**config.mk**
```make
export PLATFORM = sky130hd
export DESIGN_NAME = opponent_packet_parser
export DESIGN_NICKNAME = d
export VERILOG_FILES = /design/src/rtl/opponent_packet_parser.sv
export SDC_FILE = /design/constraint.sdc
export NUM_CORES = 1
export LEC_CHECK = 0
export CAP_MARGIN = 25
export CORE_UTILIZATION = 45
export DETAILED_ROUTE_END_ITERATION = 8
export HOLD_SLACK_MARGIN = 0.08
export PLACE_DENSITY = 0.67
export SLEW_MARGIN = 0
export SYNTH_ARGS = -nofsm -noshare
export SYNTH_HDL_FRONTEND = slang
export SYNTH_SLANG_ARGS = --single-unit
```
**constraint.sdc**
```tcl
create_clock -name clk_in -period 4.38 [get_ports clk_in]
set_input_delay 0.438 -clock clk_in [delete_from_list [all_inputs] [get_ports clk_in]]
set_output_delay 0.438 -clock clk_in [all_outputs]
set_load 0.1 [all_outputs]
```
**src/rtl/opponent_packet_parser.sv**
```systemverilog
// Receives a dibit-wide Ethernet stream and extracts the opponent's position, heading and
// status from game frames. Only frames that pass the ethertype, magic, checksum and range checks reach the outputs.
module opponent_packet_parser #(
    parameter logic [15:0] ETHERTYPE = 16'h88B5,
    parameter logic [7:0]  MAGIC     = 8'hA5
) (
    input  logic        clk_in,
    input  logic        rst_in,
    input  logic        axiov,
    input  logic [1:0]  axiod,
    output logic [10:0] opponent_x,
    output logic [10:0] opponent_y,
    output logic [8:0]  opponent_dir,
    output logic [7:0]  opponent_stat,
    output logic        update,
    output logic [15:0] good_count,
    output logic [15:0] bad_count
);

    typedef enum logic [2:0] {IDLE, HEADER, PAYLOAD, TAIL, DROP} state_t;

    state_t      state_q;
    logic        axiovPrev_q;
    logic [1:0]  dibitCnt_q;
    logic [5:0]  byteIdx_q;
    logic [5:0]  shift_q;
    logic [7:0]  etherHi_q;
    logic [7:0]  csum_q;
    logic        csumOk_q;
    logic [15:0] x_q;
    logic [15:0] y_q;
    logic [15:0] dir_q;
    logic [7:0]  stat_q;
    logic [10:0] oppX_q;
    logic [10:0] oppY_q;
    logic [8:0]  oppDir_q;
    logic [7:0]  oppStat_q;
    logic        update_q;
    logic [15:0] goodCount_q;
    logic [15:0] badCount_q;

    logic [7:0]  shift_d;
    logic        byteDone;
    logic        frameGood;

    // Earlier dibits sit in the low bits, so the newest dibit lands in [7:6].
    assign shift_d   = {axiod, shift_q};
    assign byteDone  = (dibitCnt_q == 2'd3);
    assign frameGood = (state_q == TAIL) && csumOk_q &&
                       (x_q[15:11] == 5'd0) && (y_q[15:11] == 5'd0) &&
                       (dir_q < 16'd360);

    always_ff @(posedge clk_in) begin
        if (!rst_in) begin
            state_q     <= IDLE;
            // Starts high so a stream already valid at reset release is not taken as a frame start.
            axiovPrev_q <= 1'b1;
            dibitCnt_q  <= 2'd0;
            byteIdx_q   <= 6'd0;
            shift_q     <= 6'd0;
            etherHi_q   <= 8'd0;
            csum_q      <= 8'd0;
            csumOk_q    <= 1'b0;
            x_q         <= 16'd0;
            y_q         <= 16'd0;
            dir_q       <= 16'd0;
            stat_q      <= 8'd0;
            oppX_q      <= 11'd0;
            oppY_q      <= 11'd0;
            oppDir_q    <= 9'd0;
            oppStat_q   <= 8'd0;
            update_q    <= 1'b0;
            goodCount_q <= 16'd0;
            badCount_q  <= 16'd0;
        end else begin
            axiovPrev_q <= axiov;
            update_q    <= 1'b0;
            if (state_q == IDLE) begin
                if (axiov && !axiovPrev_q) begin
                    state_q    <= HEADER;
                    shift_q    <= shift_d[7:2];
                    dibitCnt_q <= 2'd1;
                    byteIdx_q  <= 6'd0;
                end
            end else if (!axiov) begin
                state_q <= IDLE;
                if (frameGood) begin
                    oppX_q    <= x_q[10:0];
                    oppY_q    <= y_q[10:0];
                    oppDir_q  <= dir_q[8:0];
                    oppStat_q <= stat_q;
                    update_q  <= 1'b1;
                    if (goodCount_q != 16'hFFFF) goodCount_q <= goodCount_q + 16'd1;
                end else begin
                    if (badCount_q != 16'hFFFF) badCount_q <= badCount_q + 16'd1;
                end
            end else begin
                shift_q    <= shift_d[7:2];
                dibitCnt_q <= dibitCnt_q + 2'd1;
                if (byteDone) begin
                    if (byteIdx_q != 6'd63) byteIdx_q <= byteIdx_q + 6'd1;
                    case (state_q)
                        HEADER: begin
                            if (byteIdx_q == 6'd12) etherHi_q <= shift_d;
                            else if (byteIdx_q == 6'd13)
                                state_q <= ({etherHi_q, shift_d} == ETHERTYPE) ? PAYLOAD : DROP;
                        end
                        PAYLOAD: begin
                            case (byteIdx_q)
                                6'd14: begin
                                    csum_q <= shift_d;
                                    if (shift_d != MAGIC) state_q <= DROP;
                                end
                                6'd15: begin x_q[15:8]   <= shift_d; csum_q <= csum_q ^ shift_d; end
                                6'd16: begin x_q[7:0]    <= shift_d; csum_q <= csum_q ^ shift_d; end
                                6'd17: begin y_q[15:8]   <= shift_d; csum_q <= csum_q ^ shift_d; end
                                6'd18: begin y_q[7:0]    <= shift_d; csum_q <= csum_q ^ shift_d; end
                                6'd19: begin dir_q[15:8] <= shift_d; csum_q <= csum_q ^ shift_d; end
                                6'd20: begin dir_q[7:0]  <= shift_d; csum_q <= csum_q ^ shift_d; end
                                6'd21: begin stat_q      <= shift_d; csum_q <= csum_q ^ shift_d; end
                                6'd22: begin
                                    csumOk_q <= (shift_d == csum_q);
                                    state_q  <= TAIL;
                                end
                                default: ;
                            endcase
                        end
                        default: ;
                    endcase
                end
            end
        end
    end

    assign opponent_x    = oppX_q;
    assign opponent_y    = oppY_q;
    assign opponent_dir  = oppDir_q;
    assign opponent_stat = oppStat_q;
    assign update        = update_q;
    assign good_count    = goodCount_q;
    assign bad_count     = badCount_q;

endmodule
```
==> out/results.tsv <==
stage	metric	value	unit
run_status	outcome	completed	
die	io_pins	77	
clock_network	clock_latency	430	ps
clock_network	postCtsResizedCells	0	
die	dieWidth	128	µm
synth	ys_seq_elements	163	
critical_path	path_cells	clkdlybuf4s50_1, inv_1, nand2_2, or4_1, or4_1, a21oi_1	
critical_path	cp.required	4730	ps
synth	syn_nets	844	
die	fp.coreArea	15400	µm²
drt	routed_via_density	5.49	
clock_network	htree_levels	4	
drt	wl_per_cell	15.0	µm
grt	grt_antenna_before_repair	0	
synth	synth_top_area_share	45.7	%
sta	fmax	383	MHz
power_and_ir_drop	leakagePower	3.07	nW
synth	yosys.cell_count.top_type	dfxtp_1	
hold_path	hold_end	opponent_dir[2]	
layout	syn2layout_area_growth	21.3	%
place	gp_congestion	0.854	
sta	slew_headroom	33.2	%
synth	synth_common_cells	dfxtp_1 (163), nand2_1 (157), a21oi_1 (91)	
die	start_util	46.5	%
drt	drt_first_pass_iters	5	
synth	yosysSeqAreaShare	45.7	%
synth	synth_top_area_cell	dfxtp_1	
drt	remaining_drc_errors	0	
grt	grt_pass1_wl	27800	µm
clock_network	cts_hold_buf	0	
synth	syn_avg_cell_area	8.58	µm²
clock_network	cts_buffer_depth	2	
synth	synth_edf_count	0	
flow_run	cap_violations	0	
critical_path	reg2reg_slack	1820	ps
clock_network	postCtsSetupBuffers	0	
clock_network	cts_sinks	163	
critical_path	rr_endpoint	good_count[15]	
sta	skew	8.34	ps
critical_path	rr_worst_depth	5	
die	dieArea	16400	µm²
place	port-buffer-count	76	
sta	rsz0062_at_grt	no	
drt	vias	6070	
clock_network	cts_buffers	17	
sta	fin_crit_sh	59.7	%
synth	async_reset_ff_share	0	%
drt	route.antenna.remaining_nets	0	
sta	post-route-min-period	2610	ps
layout	drive_above_1_share	7.38	%
synth	syn-cell-area	7140	µm²
power_and_ir_drop	powerDensity	375	nW/µm²
drt	drtIter0Drc	423	
critical_path	crit-reg2reg-launch	state_q[0]	
die	rows	45	
hold_path	hold_depth	2	
grt	grt_pass1_vias	5657	
sta	worst_slew_pin_slew	998	ps
critical_path	timing.critical_path.to_type	flop	
critical_path	crit_start	axiov	
layout	nFillCells	1403	
die	die_h	128	µm
drt	routed_wl	16500	µm
hold_path	worstHoldStart	opponent_dir[2]	
critical_path	cp-start-kind	input pin	
sta	setup_viol	0	
critical_path	cp_slowest_stage_delay	820	ps
synth	syn_inst	832	
sta	slew_viol_final	0	
grt	grt.total_usage	21.2	%
clock_network	clk_pin_slew	60	ps
grt	gr-total-overflow	0	
hold_path	hp-class	flop to flop	
critical_path	cp_common_cell	or4_1	
grt	grt_max_degree	83	
synth	post_synth_num_cell_types	67	
sta	setup-tns-final	0	ps
power_and_ir_drop	ir_drop	0.251	mV
sta	hold_violations	0	
place	placedCellCount	1073	
synth	ys_warn_count	0	
synth	synthTopCellsByArea	dfxtp_1 (46%), nand2_1 (8.3%), mux2i_1 (7.1%), a21oi_1 (6.4%), nand3_1 (3.8%)	
critical_path	worst-setup-path-type	input pin to flop	
clock_network	clock-root-buffer	clkbuf_16	
critical_path	crit_arrival	2960	ps
critical_path	worst_path_max_delay_cell	or4_1	
layout	fin_cells	1105	
layout	nNetsFinal	893	
layout	n_antenna_cell	0	
place	dpl.hpwl	10500	µm
clock_network	cts_tree	done	
synth	ys.flop_type	dfxtp_1	
critical_path	worstPathMaxFanout	18	
## layout by cell type (no fill, tap or decap), types with 9 or more instances in the layout
master | synthesis | layout
nand3b_1 | 9 | 9
inv_1 | 10 | 10
o31ai_1 | 9 | 9
nand2b_1 | 13 | 13
a21oi_1 | 91 | 91
nand4_1 | 10 | 10
nor2_1 | 60 | 60
dfxtp_1 | 163 | 163
mux2i_1 | 51 | 51
nand2_1 | 157 | 157
o211ai_1 | 11 | 11
buf_4 | 2 | 10
clkdlybuf4s50_1 | 0 | 76
clkbuf_16 | 0 | 17
nand3_1 | 54 | 54
xnor2_1 | 9 | 9
or4_1 | 10 | 10
## routing by layer
layer,wire [µm],part of all wire (%),track usage [%]
met1,8180,49,28.6
met2,7490,45,34.0
met3,720,4.4,4.72
met4,152,0.92,5.74
met5,0,0,0
## layout make-up
cell class / instances / area (µm²) / share of cell area, %
multi-input cells: 601 / 3600 / 41.5
flip-flops and latches: 163 / 3260 / 37.7
repair buffers: 87 / 840 / 9.69
clock buffers: 18 / 429 / 4.95
well taps: 211 / 264 / 3.05
clock inverters: 14 / 224 / 2.59
inverters: 11 / 43.8 / 0.506
## state kept, by name, indices dropped and copies added, names as in the netlist
| register | count |
|---|---|
| bad_count | 16 |
| dir_q | 16 |
| axiovPrev_q | 1 |
| opponent_y | 11 |
| opponent_stat | 8 |
| update | 1 |
| stat_q | 8 |
| csumOk_q | 1 |
| shift_q | 6 |
| byteIdx_q | 6 |
| good_count | 16 |
| etherHi_q | 8 |
| csum_q | 8 |
| opponent_dir | 9 |
| y_q | 16 |
| x_q | 16 |
| opponent_x | 11 |
| dibitCnt_q | 2 |
| state_q | 3 |
## power breakdown
part / internal (W) / switching, W / total, W
Clock: 0.00102 / 0.000622 / 0.00164
Combinational: 0.0000303 / 0.0000690 / 0.0000994
Sequential: 0.00149 / 0.0000163 / 0.00150
## per-stage QoR
step / instance area [µm²] / utilization (%) / hold slack, ps / total power (W) / setup WS [ps]
2_1_floorplan: 7140 / - / 436 / 0.00161 / 1590
3_3_place_gp: 8010 / 52.1 / 439 / 0.00164 / 1410
3_5_place_dp: 8010 / 52.1 / 445 / 0.00164 / 1330
4_1_cts: 8660 / 56.4 / 456 / 0.00327 / 1780
5_1_grt: 8660 / 56.4 / 472 / 0.00334 / 1590
6_report: 8660 / 56.4 / 451 / 0.00324 / 1770
## worst max-delay path by stage
stage | slack [ps] | cells past startpoint | end
3_5_place_dp | 1330 | 6 | good_count[15]
3_3_place_gp | 1410 | 6 | good_count[15]
6_report | 1770 | 6 | good_count[15]
5_1_grt | 1590 | 6 | good_count[15]
4_1_cts | 1780 | 6 | good_count[15]
2_1_floorplan | 1590 | 9 | bad_count[11]
## worst max-delay path, delay by kind of cell
kind                   cells  cell delay [ps]
AO/OA/AOI/OAI              1              140
AND/OR/NAND/NOR            3             1440
buffers and inverters      2              930
## cell families (layout without fill, tap and decap cells)
logic type,count (synthesis),count (layout),share of synthesized area [%]
mux,53,53,7.46
xor+xnor,13,13,1.59
compound gates,147,147,12.6
flops,163,163,45.7
fa+ha+maj,7,7,1.23
buf+inv,68,130,4.07
simple gates,381,381,27.3
Note: power is estimated with default switching activity, not from simulation.
